**config.mk**
```make
export PLATFORM = sky130hd
export DESIGN_NAME = sdr_init_monitor
export DESIGN_NICKNAME = d
export VERILOG_FILES = /design/src/rtl/sdr_init_monitor_pkg.sv /design/src/rtl/sdr_init_monitor_cmd_decode.sv /design/src/rtl/sdr_init_monitor.sv
export SDC_FILE = /design/constraint.sdc
export NUM_CORES = 1
export LEC_CHECK = 0
export ABC_CLOCK_PERIOD_IN_PS = 3800
export BUFFER_PORTS_ARGS = -buffer_cell sky130_fd_sc_hd__buf_2
export CORE_MARGIN = 2
export CORE_UTILIZATION = 57
export DETAILED_ROUTE_END_ITERATION = 12
export GPL_TIMING_DRIVEN = 0
export PLACE_DENSITY = 0.81
export SLEW_MARGIN = 0
export SYNTH_ARGS = -nofsm -noshare
export SYNTH_HDL_FRONTEND = slang
export SYNTH_SLANG_ARGS = --single-unit
```
**constraint.sdc**
```tcl
create_clock -name sdram_clk -period 3.8 [get_ports sdram_clk]
set_input_delay 0 -clock sdram_clk [delete_from_list [all_inputs] [get_ports sdram_clk]]
set_output_delay 0 -clock sdram_clk [all_outputs]
set_load 0.01 [all_outputs]
```
**src/rtl/sdr_init_monitor_pkg.sv**
```systemverilog
// Shared types for the SDRAM init monitor: pad-bus command codes, init FSM
// states and the error cause codes reported on err_code.
package sdr_init_pkg;

   typedef enum logic [2:0] {NOP, PRE, AREF, LMR, ACT, RD, WR, BST} sdr_cmd_e;

   typedef enum logic [2:0] {S_IDLE, S_NOP, S_AREF, S_LMR, S_DONE, S_ERR} init_state_e;

   localparam logic [2:0] ERR_NONE    = 3'd0;
   localparam logic [2:0] ERR_EARLY   = 3'd1;
   localparam logic [2:0] ERR_TIMEOUT = 3'd2;
   localparam logic [2:0] ERR_ILLEGAL = 3'd3;
   localparam logic [2:0] ERR_PRE_A10 = 3'd4;
   localparam logic [2:0] ERR_TIMING  = 3'd5;
   localparam logic [2:0] ERR_ACCESS  = 3'd6;

   function automatic int max_of(input int a, input int b);
      return (a > b) ? a : b;
   endfunction

endpackage

```
**src/rtl/sdr_init_monitor_cmd_decode.sv**
```systemverilog
// sdr_cmd_decode: combinational decode of the SDRAM control pins into a
// command code. A deselected device (cs_n high) always reads as NOP.
module sdr_cmd_decode
   import sdr_init_pkg::*;
(
   input  logic       cs_n_i,
   input  logic       ras_n_i,
   input  logic       cas_n_i,
   input  logic       we_n_i,
   output logic [2:0] cmd_o
);

   always_comb begin
      cmd_o = NOP;
      if (!cs_n_i) begin
         case ({ras_n_i, cas_n_i, we_n_i})
            3'b111:  cmd_o = NOP;
            3'b010:  cmd_o = PRE;
            3'b001:  cmd_o = AREF;
            3'b000:  cmd_o = LMR;
            3'b011:  cmd_o = ACT;
            3'b101:  cmd_o = RD;
            3'b100:  cmd_o = WR;
            default: cmd_o = BST;
         endcase
      end
   end

endmodule

```
**src/rtl/sdr_init_monitor.sv**
```systemverilog
// sdr_init_monitor: checks the SDRAM power-up sequence (NOP window, PRECHARGE-ALL,
// AUTO-REFRESHes, LOAD MODE). Define SDR_INIT_TIMING_CHECK_EN to add tRP/tRFC spacing checks.
module sdr_init_monitor
   import sdr_init_pkg::*;
#(
   parameter int SDR_AW       = 13,
   parameter int SDR_BW       = 2,
   parameter int INIT_NOP_CYC = 600,
   parameter int NUM_AREF     = 2,
   parameter int MAX_GAP      = 100,
   parameter int TRP_CYC      = 3,
   parameter int TRFC_CYC     = 7
) (
   input  logic                     sdram_clk,
   input  logic                     sdram_reset,
   input  logic                     sdr_cs_n,
   input  logic                     sdr_ras_n,
   input  logic                     sdr_cas_n,
   input  logic                     sdr_we_n,
   input  logic [SDR_AW-1:0]        sdr_addr,
   input  logic [SDR_BW-1:0]        sdr_ba,
   output logic                     init_done,
   output logic                     init_err,
   output logic [2:0]               err_code,
   output logic [3:0]               aref_cnt,
   output logic [SDR_AW+SDR_BW-1:0] mode_reg,
   output logic [2:0]               dbg_state
);

   // TRP_CYC is folded in so the shared counter width also holds the tRP load value.
   localparam int CW = $clog2(max_of(max_of(INIT_NOP_CYC, MAX_GAP),
                                     max_of(TRFC_CYC, TRP_CYC)) + 1);
   localparam logic [CW-1:0] CNT_MAX  = '1;
   localparam logic [CW-1:0] NOP_LIM  = CW'(INIT_NOP_CYC);
   localparam logic [CW-1:0] GAP_LIM  = CW'(MAX_GAP);
   localparam logic [3:0]    AREF_TGT = 4'(NUM_AREF);

   init_state_e                state_q, state_d;
   logic [CW-1:0]              cnt_q, cnt_d, cnt_inc;
   logic [3:0]                 aref_q, aref_d, aref_inc;
   logic [2:0]                 code_q, code_d;
   logic [SDR_AW+SDR_BW-1:0]   mode_q, mode_d;
   logic [2:0]                 cmd_raw;
   sdr_cmd_e                   cmd;
   logic                       timing_viol;

   sdr_cmd_decode u_decode (
      .cs_n_i  (sdr_cs_n),
      .ras_n_i (sdr_ras_n),
      .cas_n_i (sdr_cas_n),
      .we_n_i  (sdr_we_n),
      .cmd_o   (cmd_raw)
   );

   assign cmd      = sdr_cmd_e'(cmd_raw);
   assign cnt_inc  = (cnt_q == CNT_MAX) ? cnt_q : cnt_q + 1'b1;
   assign aref_inc = (aref_q == 4'hF) ? aref_q : aref_q + 4'd1;

`ifdef SDR_INIT_TIMING_CHECK_EN
   localparam logic [CW-1:0] TRP_LD  = CW'((TRP_CYC  > 0) ? TRP_CYC  - 1 : 0);
   localparam logic [CW-1:0] TRFC_LD = CW'((TRFC_CYC > 0) ? TRFC_CYC - 1 : 0);

   logic [CW-1:0] sp_q, sp_d;

   // Loads on the command itself, so the next command is legal once it has drained to 0.
   always_comb begin
      sp_d = (sp_q != '0) ? sp_q - 1'b1 : '0;
      if (state_q == S_NOP && state_d == S_AREF) begin
         sp_d = TRP_LD;
      end else if (cmd == AREF && (state_q == S_AREF || state_q == S_LMR)
                   && state_d != S_ERR) begin
         sp_d = TRFC_LD;
      end
   end

   always_ff @(posedge sdram_clk or posedge sdram_reset) begin
      if (sdram_reset) sp_q <= '0;
      else             sp_q <= sp_d;
   end

   assign timing_viol = (sp_q != '0) && (cmd != NOP);
`else
   assign timing_viol = 1'b0;
`endif

   always_comb begin
      state_d = state_q;
      cnt_d   = cnt_q;
      aref_d  = aref_q;
      code_d  = code_q;
      mode_d  = mode_q;
      case (state_q)
         S_IDLE: begin
            state_d = S_NOP;
            cnt_d   = '0;
         end
         S_NOP: begin
            if (cmd == NOP) begin
               cnt_d = cnt_inc;
            end else if (cnt_q < NOP_LIM) begin
               state_d = S_ERR;
               code_d  = ERR_EARLY;
            end else if (cmd == PRE && sdr_addr[10]) begin
               state_d = S_AREF;
               cnt_d   = '0;
            end else begin
               state_d = S_ERR;
               code_d  = (cmd == PRE) ? ERR_PRE_A10 : ERR_ILLEGAL;
            end
         end
         S_AREF, S_LMR: begin
            // cnt_q now counts idle cycles since the last sequence command.
            if (cmd == NOP) begin
               if (cnt_q >= GAP_LIM) begin
                  state_d = S_ERR;
                  code_d  = ERR_TIMEOUT;
               end else begin
                  cnt_d = cnt_inc;
               end
            end else if (timing_viol) begin
               state_d = S_ERR;
               code_d  = ERR_TIMING;
            end else if (cmd == AREF) begin
               cnt_d  = '0;
               aref_d = aref_inc;
               if (state_q == S_AREF && aref_inc == AREF_TGT) state_d = S_LMR;
            end else if (cmd == LMR && state_q == S_LMR) begin
               mode_d  = {sdr_ba, sdr_addr};
               state_d = S_DONE;
            end else begin
               state_d = S_ERR;
               code_d  = (cmd == ACT || cmd == RD || cmd == WR) ? ERR_ACCESS : ERR_ILLEGAL;
            end
         end
         default: ;
      endcase
   end

   always_ff @(posedge sdram_clk or posedge sdram_reset) begin
      if (sdram_reset) begin
         state_q <= S_IDLE;
         cnt_q   <= '0;
         aref_q  <= '0;
         code_q  <= ERR_NONE;
         mode_q  <= '0;
      end else begin
         state_q <= state_d;
         cnt_q   <= cnt_d;
         aref_q  <= aref_d;
         code_q  <= code_d;
         mode_q  <= mode_d;
      end
   end

   assign init_done = (state_q == S_DONE);
   assign init_err  = (state_q == S_ERR);
   assign err_code  = code_q;
   assign aref_cnt  = aref_q;
   assign mode_reg  = mode_q;
   assign dbg_state = state_q;

endmodule

```
==> flow_metrics.env <==
export IMPL_vias=1669
export IMPL_grt_pass1_vias=1663
export IMPL_power_leakage_uw=0.00118
export IMPL_initial_core_util_pct=58.9
export IMPL_synthAdderAreaFrac_pct=2.57
export IMPL_power_internal_uw=670
export IMPL_drc_errors=0
export IMPL_synth_edf_count=0
export IMPL_setup_viol=0
export IMPL_coreArea_um2=3310
export IMPL_status="finished clean"
export IMPL_hold_viol=0
export IMPL_syn_inst=174
export IMPL_routed_wl_mm=4.59
export IMPL_cp_startpoint="cnt_q[5]"
export IMPL_async_flop_share_pct=100
export IMPL_die_y_um=62.5
export IMPL_p_sw_uw=243
export IMPL_r2r_start="cnt_q[5]"
export IMPL_synth_avg_cell_area_um2=11.2
export IMPL_num_rows=21
export IMPL_end_kind="flip-flop"
export IMPL_worst_pin_slew_ps=727
export IMPL_clockRootBuffer="clkbuf_4"
export IMPL_largest_reg_flops=15
export IMPL_drive_above_1_share_pct=34.8
export IMPL_final_setup_skew_ps=5.69
export IMPL_ir_drop_mv=0.315
export IMPL_htreeDepth=2
export IMPL_synth_top_flop_cell="dfrtp_1"
export IMPL_viasPerCell=5.76
export IMPL_fmax_mhz=461
export IMPL_rr_endpoint="err_code[2]"
export IMPL_min_path_cells=4
export IMPL_hold_path_class="primary input to flip-flop"
export IMPL_pwr_density_cell_nw_per_um2=365
export IMPL_ios=48
export IMPL_synth_xor_area_share_pct=0.449
export IMPL_synthMuxAreaShare_pct=12.0
export IMPL_antenna_found_initial=0
export IMPL_track_usage_pct=25.0
export IMPL_max_cap_violations=0
export IMPL_hold_path_endpoint="dbg_state[2]"
export IMPL_cts_resized=0
export IMPL_design_area_um2=2500
export IMPL_cts_sinks=35
export IMPL_cts_setup_buffers=0
export IMPL_period_needed_ps=2170
export IMPL_regToRegSetupSlack_ps=1630
export IMPL_hp_start="sdr_cs_n"
export IMPL_place_gp_congestion=0.857
export IMPL_diodes=0
export IMPL_hold_buffers=15
export IMPL_post_dp_hpwl_mm=3.06
export IMPL_p_total_uw=913
export IMPL_ys_types=50
export IMPL_ys_ff_latch=35
export IMPL_cts_tree="yes"
export IMPL_start_kind="flip-flop"
export IMPL_area_growth_syn_to_layout_pct=28.2
export IMPL_slew_headroom_pct=51.5
export IMPL_numPortBuffers=46
export IMPL_clkPwrFrac_pct=36.8
export IMPL_comb_power_share_pct=14.9
export IMPL_grt_max_degree=36
export IMPL_crit_chain="and2_4 -> o41ai_2 -> o21bai_1 -> a2111oi_4 -> mux2_1"
export IMPL_synth_compound_area_share_pct=22.3
export IMPL_yosys_area_top_type="dfrtp_1"
export IMPL_synth_top_family_by_area="compound AO/OA/AOI/OAI gates"
export IMPL_worstPathArrival_ps=2400
export IMPL_drt_initial_drc_count=147
export IMPL_swShare_pct=26.6
export IMPL_worstPathRequired_ps=4040
export IMPL_ant_nets=0
export IMPL_crit_path_top_delay_cell="o41ai_2"
export IMPL_overflow=0
export IMPL_cp_max_fo=6
export IMPL_nets=268
export IMPL_synth_simple_area_share_pct=15.0
export IMPL_clk_path_buf_depth=2
export IMPL_synth_area_leaders="dfrtp_1 45%, mux2_2 8.7%, a2bb2oi_1 3.1%"
export IMPL_clock_latency_ps=350
export IMPL_wire_per_inst_um=15.8
export IMPL_yosysMostFrequentCell="dfrtp_1"
export IMPL_place_area_um2=2240
export IMPL_die_area_um2=3900
export IMPL_rsz0062_at_grt="false"
export IMPL_crit_path_max_incr_delay_ps=510
export IMPL_grt_pass1_wl_mm=7.79
export IMPL_clk_pin_slew_ps=110
export IMPL_rr_worst_depth=5
export IMPL_netlist_area_um2=1950
export IMPL_multiInputGateArea_um2=1020
export IMPL_fin_setup_tns_ps=0
export IMPL_yosys_top_cells_count="35 x dfrtp_1, 15 x mux2_2, 12 x nor2_1"
export IMPL_syn_nets=199
export IMPL_fin_crit_sh_pct=57.0
export IMPL_seq_area_frac_synth_pct=44.9
export IMPL_nFillCells=238
export IMPL_yosys_warnings=0
export IMPL_firstDrtPassIters=5
export IMPL_cts_buffers=5
export IMPL_die_w_um=62.5
export IMPL_synth_top_area_share_pct=44.9
export IMPL_worstSetupPathType="flip-flop to flip-flop"
export IMPL_ff_latch_area_um2=876
export IMPL_p_seq_share_pct=48.3
export IMPL_drv_slew=0
## power by group through the flow
stage	combinational [µW]	sequential (µW)	clock, µW
detailed placement	118	448	0
floorplan	84.9	438	0
CTS	130	441	338
global route	150	447	354
finish	136	442	336
global placement	110	444	0
## critical path, delay by kind of cell, from the launching register on
family | cells | cell delay [ps]
muxes | 1 | 370
DFF | 1 | 460
and+or+nand+nor | 1 | 180
AOI/OAI and AO/OA | 3 | 1040
## worst max-delay path by stage
stage | end | cells after the start
2_1_floorplan | err_code[0] | 5
5_1_grt | dbg_state[1] | 6
3_3_place_gp | err_code[2] | 5
6_report | err_code[2] | 5
3_5_place_dp | err_code[2] | 5
4_1_cts | err_code[2] | 5
## through the flow
step | hold WS [ps] | worst slack, ps | util (%) | std cells
after floorplan | 151 | 1930 | - | 174
after global placement | 232 | 1710 | 67.6 | 266
after detailed placement | 239 | 1670 | 67.6 | 266
after CTS | 58.2 | 1650 | 75.2 | 289
after global routing | 152 | 1510 | 75.5 | 290
final | 124 | 1630 | 75.5 | 290
## layout make-up
type | instances | share of cell area, %
multi-input cells | 126 | 40.8
flip-flops and latches | 35 | 35.1
repair buffers | 62 | 15.6
clock inverters | 2 | 2.40
well taps | 46 | 2.30
clock buffers | 6 | 1.65
inverters | 8 | 1.20
plain buffers | 5 | 0.951
## per-layer routing
layer | wire [µm] | track usage [%] | vias to the layer above
met5 | 0 | 0 | -
met4 | 104 | 11.4 | 0
met3 | 162 | 4.32 | 13
met2 | 2510 | 43.5 | 39
met1 | 1820 | 30.3 | 830
li1 | - | - | 787
## cell usage in the layout (no fill, tap or decap), drive strengths merged, types with 4 or more instances in the layout
| master | n |
|---|---|
| nand2b | 4 |
| o21a | 4 |
| nor2b | 4 |
| clkbuf | 7 |
| a21boi | 6 |
| nand4 | 4 |
| nor2 | 13 |
| nand2 | 8 |
| nand3 | 5 |
| a2bb2oi | 7 |
| ha | 4 |
| mux2 | 19 |
| buf | 50 |
| dlygate4sd3 | 16 |
| o21ai | 6 |
| a21oi | 7 |
| dfrtp | 35 |
| inv | 8 |
## cell families (layout without fill, tap and decap cells)
| kind of cell | after synthesis | count (layout) |
|---|---|---|
| simple gates | 51 | 51 |
| compound gates | 49 | 49 |
| flops | 35 | 35 |
| mux | 21 | 21 |
| buf+inv | 13 | 83 |
| fa+ha+maj | 4 | 4 |
| xor+xnor | 1 | 1 |
(Power assumes the default switching activity.)
